===== src/rtl/dispatch_router.sv =====
`default_nettype none
// ============================================================================
//  Module   : dispatch_router
//  Purpose  : Dispatch stage between the decode/rename queue and the
//             reservation stations. It takes one renamed instruction per
//             cycle and resolves both operands from the supplied ARF/ROB
//             values or from the CDB. The instruction is kept in a one-entry
//             buffer that keeps snooping the CDB while it waits. The entry
//             is then offered to one of NUM_CH station channels.
//  Ports    : clk, rst_n (async, active low), flush (sync)
//             in_*      upstream valid/ready handshake, channel, payload,
//                       operand tag/ready/data
//             cdb_*     NUM_CDB packed broadcast ports
//             out_*     one-hot channel valid, per-channel ready, shared
//                       payload and operand outputs
//             err_illegal  1-cycle pulse after dropping an entry with an
//                          out-of-range in_ch
//  Config   : DISPATCH_BYPASS_EN - when defined, an entry that arrives while
//             the buffer is empty and whose channel is ready goes straight
//             through combinationally (0-cycle latency).
//  Revision : 1.0 - initial release
// ============================================================================
module dispatch_router #(
  parameter int NUM_CH    = 4,
  parameter int NUM_CDB   = 3,
  parameter int ROB_IDX_W = 5,
  parameter int XLEN      = 32,
  parameter int PAYLOAD_W = 128,
  parameter int CH_SEL_W  = (NUM_CH > 1) ? $clog2(NUM_CH) : 1
) (
  input  logic                         clk,
  input  logic                         rst_n,
  input  logic                         flush,
  input  logic                         in_valid,
  output logic                         in_ready,
  input  logic [CH_SEL_W-1:0]          in_ch,
  input  logic [PAYLOAD_W-1:0]         in_payload,
  input  logic [ROB_IDX_W-1:0]         in_rs1_tag,
  input  logic                         in_rs1_ready,
  input  logic [XLEN-1:0]              in_rs1_data,
  input  logic [ROB_IDX_W-1:0]         in_rs2_tag,
  input  logic                         in_rs2_ready,
  input  logic [XLEN-1:0]              in_rs2_data,
  input  logic [NUM_CDB-1:0]           cdb_valid,
  input  logic [NUM_CDB*ROB_IDX_W-1:0] cdb_tag,
  input  logic [NUM_CDB*XLEN-1:0]      cdb_data,
  output logic [NUM_CH-1:0]            out_valid,
  input  logic [NUM_CH-1:0]            out_ready,
  output logic [PAYLOAD_W-1:0]         out_payload,
  output logic [ROB_IDX_W-1:0]         out_rs1_tag,
  output logic                         out_rs1_ready,
  output logic [XLEN-1:0]              out_rs1_data,
  output logic [ROB_IDX_W-1:0]         out_rs2_tag,
  output logic                         out_rs2_ready,
  output logic [XLEN-1:0]              out_rs2_data,
  output logic                         err_illegal
);

  typedef enum logic [0:0] {EMPTY = 1'b0, HELD = 1'b1} state_t;

  state_t                 state_q, state_d;
  logic [PAYLOAD_W-1:0]   payload_q, payload_d;
  logic [CH_SEL_W-1:0]    ch_q, ch_d;
  logic [ROB_IDX_W-1:0]   rs1_tag_q, rs1_tag_d, rs2_tag_q, rs2_tag_d;
  logic                   rs1_ready_q, rs1_ready_d, rs2_ready_q, rs2_ready_d;
  logic [XLEN-1:0]        rs1_data_q, rs1_data_d, rs2_data_q, rs2_data_d;
  logic                   err_q, err_d;

  // Returns {hit, data}. The scan runs from the top port down, so the
  // lowest-index matching port wins.
  function automatic logic [XLEN:0] cdb_lookup(input logic [ROB_IDX_W-1:0] tag);
    logic [XLEN:0] r;
    r = '0;
    for (int p = NUM_CDB - 1; p >= 0; p--) begin
      if (cdb_valid[p] && (cdb_tag[p*ROB_IDX_W +: ROB_IDX_W] == tag))
        r = {1'b1, cdb_data[p*XLEN +: XLEN]};
    end
    return r;
  endfunction

  logic [XLEN:0] lk_in1, lk_in2, lk_h1, lk_h2;
  assign lk_in1 = cdb_lookup(in_rs1_tag);
  assign lk_in2 = cdb_lookup(in_rs2_tag);
  assign lk_h1  = cdb_lookup(rs1_tag_q);
  assign lk_h2  = cdb_lookup(rs2_tag_q);

  // Operand values as they would be captured at accept.
  logic            cap1_ready, cap2_ready;
  logic [XLEN-1:0] cap1_data, cap2_data;
  assign cap1_ready = in_rs1_ready | lk_in1[XLEN];
  assign cap1_data  = in_rs1_ready ? in_rs1_data : lk_in1[XLEN-1:0];
  assign cap2_ready = in_rs2_ready | lk_in2[XLEN];
  assign cap2_data  = in_rs2_ready ? in_rs2_data : lk_in2[XLEN-1:0];

  // Held operands with a same-cycle CDB forward. A ready operand is never
  // replaced; readiness comes only from the flag.
  logic            fwd1_ready, fwd2_ready;
  logic [XLEN-1:0] fwd1_data, fwd2_data;
  assign fwd1_ready = rs1_ready_q | lk_h1[XLEN];
  assign fwd1_data  = (!rs1_ready_q && lk_h1[XLEN]) ? lk_h1[XLEN-1:0] : rs1_data_q;
  assign fwd2_ready = rs2_ready_q | lk_h2[XLEN];
  assign fwd2_data  = (!rs2_ready_q && lk_h2[XLEN]) ? lk_h2[XLEN-1:0] : rs2_data_q;

  logic              held, fire, legal, accept, bypass;
  logic [NUM_CH-1:0] held_valid;

  assign held  = (state_q == HELD);
  assign legal = ({1'b0, in_ch} < (CH_SEL_W + 1)'(NUM_CH));

  always_comb begin
    held_valid = '0;
    for (int c = 0; c < NUM_CH; c++)
      held_valid[c] = held & ~flush & (ch_q == CH_SEL_W'(c));
  end

  assign fire     = |(held_valid & out_ready);
  // rst_n is included so the upstream sees no ready while reset is applied.
  assign in_ready = rst_n & ~flush & (~held | fire);
  assign accept   = in_valid & in_ready;

`ifdef DISPATCH_BYPASS_EN
  logic [NUM_CH-1:0] in_sel;
  always_comb begin
    in_sel = '0;
    for (int c = 0; c < NUM_CH; c++)
      in_sel[c] = (in_ch == CH_SEL_W'(c));
  end
  assign bypass    = accept & ~held & legal & |(in_sel & out_ready);
  assign out_valid = held_valid | (bypass ? in_sel : '0);
`else
  assign bypass    = 1'b0;
  assign out_valid = held_valid;
`endif

  assign out_payload   = bypass ? in_payload : payload_q;
  assign out_rs1_tag   = bypass ? in_rs1_tag : rs1_tag_q;
  assign out_rs2_tag   = bypass ? in_rs2_tag : rs2_tag_q;
  assign out_rs1_ready = bypass ? cap1_ready : fwd1_ready;
  assign out_rs1_data  = bypass ? cap1_data  : fwd1_data;
  assign out_rs2_ready = bypass ? cap2_ready : fwd2_ready;
  assign out_rs2_data  = bypass ? cap2_data  : fwd2_data;
  assign err_illegal   = err_q;

  always_comb begin
    state_d     = state_q;
    payload_d   = payload_q;
    ch_d        = ch_q;
    rs1_tag_d   = rs1_tag_q;
    rs2_tag_d   = rs2_tag_q;
    // A waiting entry keeps absorbing CDB results.
    rs1_ready_d = held ? fwd1_ready : rs1_ready_q;
    rs1_data_d  = held ? fwd1_data  : rs1_data_q;
    rs2_ready_d = held ? fwd2_ready : rs2_ready_q;
    rs2_data_d  = held ? fwd2_data  : rs2_data_q;
    err_d       = 1'b0;

    if (flush) begin
      state_d = EMPTY;
    end else if (accept) begin
      err_d = ~legal;
      if (legal && !bypass) begin
        state_d     = HELD;
        payload_d   = in_payload;
        ch_d        = in_ch;
        rs1_tag_d   = in_rs1_tag;
        rs2_tag_d   = in_rs2_tag;
        rs1_ready_d = cap1_ready;
        rs1_data_d  = cap1_data;
        rs2_ready_d = cap2_ready;
        rs2_data_d  = cap2_data;
      end else begin
        state_d = EMPTY;
      end
    end else if (fire) begin
      state_d = EMPTY;
    end
  end

  always_ff @(posedge clk or negedge rst_n) begin
    if (!rst_n) begin
      state_q     <= EMPTY;
      payload_q   <= '0;
      ch_q        <= '0;
      rs1_tag_q   <= '0;
      rs2_tag_q   <= '0;
      rs1_ready_q <= 1'b0;
      rs1_data_q  <= '0;
      rs2_ready_q <= 1'b0;
      rs2_data_q  <= '0;
      err_q       <= 1'b0;
    end else begin
      state_q     <= state_d;
      payload_q   <= payload_d;
      ch_q        <= ch_d;
      rs1_tag_q   <= rs1_tag_d;
      rs2_tag_q   <= rs2_tag_d;
      rs1_ready_q <= rs1_ready_d;
      rs1_data_q  <= rs1_data_d;
      rs2_ready_q <= rs2_ready_d;
      rs2_data_q  <= rs2_data_d;
      err_q       <= err_d;
    end
  end

endmodule
`default_nettype wire


===== config.mk =====
export PLATFORM = sky130hd
export DESIGN_NAME = dispatch_router
export DESIGN_NICKNAME = d
export VERILOG_FILES = /design/src/rtl/dispatch_router.sv
export SDC_FILE = /design/constraint.sdc
export NUM_CORES = 1
export LEC_CHECK = 0
export CORE_AREA = 3 3 208 210
export CTS_BUF_LIST = sky130_fd_sc_hd__clkbuf_8
export CTS_CLUSTER_DIAMETER = 200
export DETAILED_ROUTE_END_ITERATION = 10
export DIE_AREA = 0 0 211 213
export GPL_ROUTABILITY_DRIVEN = 0
export PLACE_DENSITY_LB_ADDON = 0.05
export SYNTH_ARGS = -nofsm -noshare
export SYNTH_HDL_FRONTEND = slang
export SYNTH_SLANG_ARGS = --single-unit

===== constraint.sdc =====
create_clock -name clk -period 6.6 [get_ports clk]
set_input_delay 0.99 -clock clk [delete_from_list [all_inputs] [get_ports clk]]
set_output_delay 0.99 -clock clk [all_outputs]
set_load 0.005 [all_outputs]

# == Word-level counts from Yosys, hierarchy flattened ==
# Index checks and enable logic that the tools add are counted.
# Widths: inputs -> output; s select.
# totals
in_bits,328
register_bits,207
word_cells,91
# classes
n_mux,31
n_reduce_logical,20
bitwise,16
eq_ne,15
# ops
operator,n
$mux 33,12
$mux 32,10
$eq 5x5->1,12
$logic_and 1x1->1,14
$mux 1,9
$and 1x1->1,8
$or 1x1->1,5
$and 4x4->4,1
$eq 2x2->1 const B,2
$reduce_or 4->1,1
$reduce_bool 3->1,1
$eq 2x1->1 const B,1
$logic_not 1->1,2
$logic_not 2->1,1
$not 1->1,2
$reduce_and 2->1,1

# == Depth between registers and ports, before layout ==
# Gate-level depths: netlist of run 1.
# logic_depth
ltp_word,10
ltp_mapped,9

# == Worst setup path after synthesis of run 1 ==
# Ideal clock, no wire load.
# synth_timing
path_type,input port to output port
startpoint,input cdb_tag[11]
endpoint,output out_rs2_data[10]
t_required_ns,5.610
setup_slack_ns,2.883
arrival_time_ns,2.727
cell_stages,8
cell_sequence,clkbuf_1 > xnor2_1 > nand4_1 > or2_2 > a31o_2 > clkbuf_1 > clkbuf_1 > mux2_2
# synth_via
elab_chain_cells,7
# synth_lines
element,line,source
from (decl),45,"input logic [NUM_CDB*ROB_IDX_W-1:0] cdb_tag,"
$eq 5x5->1 *,75,if (cdb_valid[p] && (cdb_tag[p*ROB_IDX_W +: ROB_IDX_W] == tag))
$logic_and 1x1->1 *,75,
$mux 33 * (3 in series),75,
$logic_and 1x1->1,102,assign fwd2_data = (!rs2_ready_q && lk_h2[XLEN]) ? lk_h2[XLEN-1:0] : rs2_data_q;
$mux 32 *,102,
to (decl),55,"output logic [XLEN-1:0] out_rs2_data,"
# Every way passes the cells marked *; elsewhere a longest branch is shown, timed or not.

# == Final worst setup path of run 1 ==
# layout_timing
startpoint,input cdb_tag[12]
endpoint,output out_rs2_data[18]
# Same word-level chain as after synthesis.

==> results.tsv, run 1 <==
stage	metric	value	unit
drt	Vias	13600	
logic_synthesis	#FFs+latches synth	207	
placement	I/O Buffers	536	
setup_path	Crit Path Max Fanout	18	
logic_synthesis	Synth Instances	1466	
layout	most common cell after layout, fill and taps aside	clkdlybuf4s50_1	
grt	GRT Total Usage	27.2	%
logic_synthesis	main combinational cell family by area after synthesis	compound AO/OA/AOI/OAI gates	
logic_synthesis	Synth Area in XOR/XNOR	4.31	%
power_and_ir_drop	leakage power	8.00	nW
die	Die Area	0.0449	mm^2
power_and_ir_drop	PwrDens	250	mW/mm^2
clock_tree	Clock Sinks	207	
clock_tree	clk_lat worst skew	0.61	ns
logic_synthesis	Synth async-reset ratio	100	%
clock_tree	clock slew at reported path FFs	0.06	ns
grt	GRT overflow	0	
setup_path	FF-to-FF path depth	7	
clock_tree	cts repair resizes	0	
logic_synthesis	Mapped Area	0.0122	mm^2
clock_tree	setup bufs post-CTS	0	
clock_tree	maximum clock path buffer count	3	
die	io pins	538	
layout	most frequent cells in the layout	clkdlybuf4s50_1, nand2_1, dfrtp_1	
logic_synthesis	Post-Synth Simple-Gate Area	20.8	%
logic_synthesis	Seq/Total Area, Yosys	42.5	%
grt	vias in the first global route	13900	
run_status	status	finished, final reports clean	
timing	final period utilization	82.3	%
timing	Max Slew Vio Count	0	
placement	Placed Cells	2435	
grt	first-pass GRT wire length	92600	um
logic_synthesis	Synth Area in Compound Gates	22.7	%
die	Die Y	213	um
logic_synthesis	Synth cell types	49	
logic_synthesis	Synth Area in Adders	0	%
setup_path	CP Capture Type	output pin	
placement	hpwl dp	42800	um
timing	RSZ-0062 raised after global routing	false	
drt	Pre-antenna DRT Iters	5	
timing	Worst-Margin Slew	1.27	ns
layout	Layout Cells excl Fill	2518	
die	Die X	211	um
setup_path	critical path launch point	cdb_tag[12]	
die	CORE AREA	0.0418	mm^2
logic_synthesis	Main synth FF type	dfrtp_1	
layout	fraction of layout cells with a size suffix above 1	9.02	%
timing	Clock Skews	0.0343	ns
grt	antenna violations before repair	11	
layout	P&R area growth vs syn	55.5	%
logic_synthesis	Synth top area share	42.5	%
setup_path	CP Data Required Time	5.61	ns
power_and_ir_drop	peak supply drop	0.159	mV
drt	drt total wl	63600	um
setup_path	WP data arrival	4.44	ns
logic_synthesis	top cells by area, synth	dfrtp_1, nand2_1, a221o_1, mux2_2, a21oi_1	
job	max-cap viol count	0	
drt	DRC viols	0	
grt	pin count of the biggest net entering global routing	150	
placement	post-place setup slack	1.22	ns
setup_path	Worst R2R Start	out_rs2_tag[3]	
clock_tree	CTS tree	built	
clock_tree	cts hold-fix bufs	0	
clock_tree	H-tree Lvls	2	
drt	wire length per cell	25.3	um
setup_path	CP Class	primary input to output pin	
timing	Fmax	0.184	GHz
layout	Nets	2269	
clock_tree	CTS Buf Count	43	
logic_synthesis	average cell area after synthesis	8.32	um^2
logic_synthesis	Synthesized Nets	1794	
logic_synthesis	Yosys warnings	0	
timing	Setup Total Neg Slack	0	ns
timing	min Tclk post-route	5.43	ns
drt	Iteration-0 DRC Markers	1149	
logic_synthesis	Post-synth EDFFs	0	
drt	Via density	5.42	
setup_path	Startpoint Class	primary input	
layout	final core occ	45.4	%
timing	final hold violation count	0	
drt	remaining antenna violation count	0	
logic_synthesis	cell taking the most area after synthesis	dfrtp_1	
logic_synthesis	mux share of post-synthesis cell area	4.77	%
clock_tree	root buffer cell	clkbuf_8	
timing	endpoints failing setup	0	
timing	Slew Limit Headroom	15.3	%
die	Initial Util	29.2	%
timing	final setup margin	1.17	ns
die	# rows	75	
worst_hold_path	Hold/Removal Path Class	primary input to asynchronous set/reset pin	
==> path summary, 6_finish.rpt <==
kind / slack (ns) / endpoint
worst max-delay path: 1.17 / out_rs2_data[18]
min in group clk: 0.47 / out_payload[33]
worst min-delay path: 0.36 / rs2_data_q[2]
max in group asynchronous: 3.90 / out_payload[86]
worst max register to register: 3.08 / rs2_data_q[24]
worst min register to register: 0.47 / out_payload[33]
==> registers in the layout, summed over array words and instances, names as in the netlist <==
name / cells
rs1_ready_q: 1
rs2_data_q: 32
held: 1
rs1_data_q: 32
rs2_ready_q: 1
out_rs1_tag: 5
ch_q: 2
out_rs2_tag: 5
out_payload: 128
==> per-stage QoR <==
stage	hold slack, ns	area, um^2	power [W]
floorplan	0.467	12200	0.00225
global placement	0.457	18000	0.00331
detailed placement	0.461	18000	0.00331
CTS	0.365	19000	0.00480
global route	0.376	19000	0.00501
finish	0.359	19000	0.00474
==> where the power goes <==
group	leakage [nW]	internal (W)	switching [W]
combinational	4.89	0.000913	0.000681
clock	0.512	0.000804	0.000643
sequential	2.60	0.00153	0.000168
==> cell type report <==
type	instances	area, um^2
timing repair buffer	559	5560
inverter	20	75.1
fill	4082	22800
antenna	6	15.0
clock buffer	60	826
sequential	207	5180
clock inverter	17	76.3
tap	539	674
multi-input combinational	1110	6570
==> cell usage after synthesis, types with 18 or more instances <==
library cell,number
a21oi_1,110
a221o_1,63
a221oi_1,37
a22oi_1,42
clkbuf_1,102
dfrtp_1,207
inv_1,20
mux2_2,49
nand2_1,438
nand3_1,42
nor2_1,63
nor3_1,19
o21ai_0,29
o221ai_1,60
o22ai_1,18
or2_2,19
xnor2_1,36
xor2_1,24
==> routing by layer <==
layer  up-vias  GRT usage, %  wire length, um
li1       6201             -                -
met1      6639          33.5            25200
met2       681          44.6            30300
met3       104          9.29             6320
met4        10          10.0             1740
met5         -             0               69
==> critical path, cell delays in order <==
cell             delay (ns)
clkdlybuf4s50_1        0.60
xnor2_1                0.17
nand4_1                0.23
a311oi_4               0.96
buf_4                  0.43
a22oi_1                0.13
a21oi_1                0.22
mux2_2                 0.19
clkdlybuf4s50_1        0.51
==> kinds of logic (layout without fill, tap and decap cells) <==
group / count (synthesis) / after routing
AND/OR/NAND/NOR: 616 / 616
AO/OA/AOI/OAI: 381 / 381
flip-flops: 207 / 207
buffers and inverters: 149 / 656
XOR/XNOR: 60 / 60
multiplexers: 52 / 52
other: 1 / 7
Power figures use the tool's default switching activity.
==> run 2, diff against run 1 <==
==> constraint.sdc (replaced) <==
create_clock -name clk -period 4.49 [get_ports clk]
set_input_delay 0.6735 -clock clk [delete_from_list [all_inputs] [get_ports clk]]
set_output_delay 0.6735 -clock clk [all_outputs]
set_load 0.005 [all_outputs]
==> results.tsv, run 2 (synthesis results as in run 1) <==
stage	metric	value	unit	change
run_status	status	finished, final reports clean		unchanged
setup_path	critical path launch point	cdb_tag[8]		was cdb_tag[12]
power_and_ir_drop	power consumption	0.00696	W	was 0.00474 W
grt	vias in the first global route	14000		was 13,900
grt	first-pass GRT wire length	91100	um	was 92,600 um
die	Die Area	0.0449	mm^2	unchanged
grt	GRT Total Usage	26.7	%	was 27.2%
setup_path	WP data arrival	3.62	ns	was 4.44 ns
clock_tree	maximum clock path buffer count	3		unchanged
die	Die Y	213	um	unchanged
placement	I/O Buffers	536		unchanged
timing	Max Slew Vio Count	0		unchanged
worst_hold_path	Hold/Removal Path Class	flop to flop		was primary input to asynchronous set/reset pin
placement	Placed Cells	2453		was 2,435
timing	min Tclk post-route	4.30	ns	
clock_tree	clock slew at reported path FFs	0.06	ns	about the same
clock_tree	clk_lat worst skew	0.61	ns	about the same
timing	Fmax	0.233	GHz	
grt	GRT overflow	0		unchanged
die	Die X	211	um	unchanged
job	max-cap viol count	0		unchanged
timing	Setup Total Neg Slack	0	ns	unchanged
clock_tree	root buffer cell	clkbuf_8		unchanged
placement	placed cell area	0.0183	mm^2	was 0.0180 mm^2
drt	remaining antenna violation count	0		unchanged
drt	Pre-antenna DRT Iters	5		unchanged
power_and_ir_drop	PwrDens	363	mW/mm^2	was 250 mW/mm^2
die	# rows	75		unchanged
timing	endpoints failing setup	0		unchanged
layout	max reg flops	128		unchanged
setup_path	CP Class	primary input to output pin		unchanged
layout	final core occ	46.0	%	was 45.4%
die	Initial Util	29.2	%	unchanged
timing	Worst-Margin Slew	1.19	ns	was 1.27 ns
die	CORE AREA	0.0418	mm^2	unchanged
setup_path	Crit Path Max Fanout	22		was 18
timing	Slew Limit Headroom	20.2	%	was 15.3%
drt	DRC viols	0		unchanged
power_and_ir_drop	peak supply drop	0.213	mV	was 0.159 mV
power_and_ir_drop	leakage power	8.13	nW	was 8.00 nW
drt	Vias	13600		about the same
clock_tree	setup bufs post-CTS	0		unchanged
setup_path	CP Capture Type	output pin		unchanged
setup_path	Startpoint Class	primary input		unchanged
layout	Layout Cells excl Fill	2538		was 2,518
layout	Nets	2287		was 2,269
grt	antenna violations before repair	6		was 11
setup_path	Worst R2R Start	out_rs1_tag[1]		was out_rs2_tag[3]
layout	most common cell after layout, fill and taps aside	clkdlybuf4s50_1		unchanged
drt	Via density	5.35		was 5.42
timing	RSZ-0062 raised after global routing	false		unchanged
timing	final period utilization	95.7	%	
worst_hold_path	min-delay src	out_payload[113]		
drt	wire length per cell	24.6	um	was 25.3 um
layout	Final Cell Area	0.0192	mm^2	was 0.0190 mm^2
placement	hpwl dp	43700	um	was 42,800 um
die	io pins	538		unchanged
timing	final hold violation count	0		unchanged
clock_tree	Clock Sinks	207		unchanged
layout	most frequent cells in the layout	clkdlybuf4s50_1, nand2_1, dfrtp_1		unchanged
clock_tree	H-tree Lvls	2		unchanged
layout	fraction of layout cells with a size suffix above 1	9.93	%	was 9.02%
drt	Iteration-0 DRC Markers	1149		unchanged
layout	P&R area growth vs syn	57.3	%	was 55.5%
grt	pin count of the biggest net entering global routing	156		was 150
clock_tree	CTS tree	built		unchanged
setup_path	CP Data Required Time	3.82	ns	was 5.61 ns
drt	drt total wl	62300	um	was 63,600 um
clock_tree	CTS Buf Count	42		was 43
timing	Clock Skews	0.0411	ns	was 0.0343 ns
run 2: cell types whose count changed in the layout (fill, tap and decap cells not counted), moves of 6 or more:
| cell | change |
|---|---|
| buf_12 | +7 |
| buf_4 | +11 |
| clkbuf_8 | -7 |
| clkinv_2 | +6 |
run 2: metal layers:
| metal | track usage, % | up-vias | part of all wire, % |
|---|---|---|---|
| met4 | 9.72 | 0 | 3.0 |
| li1 | - | 6246 | - |
| met3 | 8.54 | 105 | 9.6 |
| met5 | 0 | - | 0 |
| met2 | 44.0 | 703 | 47 |
| met1 | 33.1 | 6514 | 40 |
run 2: path summary, 6_finish.rpt:
path | to | slack [ns] | depth (start not counted)
max | out_rs2_data[18] | 0.19 | 10
min | out_payload[113] | 0.47 | 2
max reg2reg | rs1_data_q[1] | 1.33 | 7
min reg2reg | out_payload[113] | 0.47 | 2
max in group asynchronous | rs1_data_q[0] | 2.52 | 3
min in group asynchronous | out_rs1_tag[4] | 0.60 | 2
run 2: cell type report:
class                           count  area (um^2)
Fill cell                        4133        22600
Multi-Input combinational cell   1110         6570
Timing Repair Buffer              578         5790
Sequential cell                   207         5180
Clock buffer                       53          729
Tap cell                          539          674
Clock inverter                     25          156
Inverter                           20         75.1
Antenna cell                        6         15.0
run 2: critical path, stage by stage:
cell	delay, ns
clkdlybuf4s50_1	0.51
xor2_1	0.20
nor4_2	0.39
buf_4	0.20
and3_2	0.25
buf_12	0.22
a22oi_1	0.11
a21oi_1	0.32
mux2_2	0.23
clkdlybuf4s50_1	0.50
run 2: power by group:
group          leakage [nW]  total, W  internal (W)  switching, W
logic                  5.02   0.00236       0.00136      0.000995
registers              2.60   0.00252       0.00225      0.000263
clock network         0.512   0.00209       0.00114      0.000953
run 2: stage by stage:
step           worst slack (ns)  hold WS, ns
2_1_floorplan              1.41        0.378
3_3_place_gp             0.0624        0.457
3_5_place_dp              0.132        0.461
4_1_cts                   0.128        0.476
5_1_grt                  0.0565        0.493
6_report                  0.195        0.469
run 2: what timing repair did:
item,in CTS,in global routing
hold endpoints to repair,48,0
setup endpoints to repair,0,1
resized for setup,0,1
hold buffers,1,0
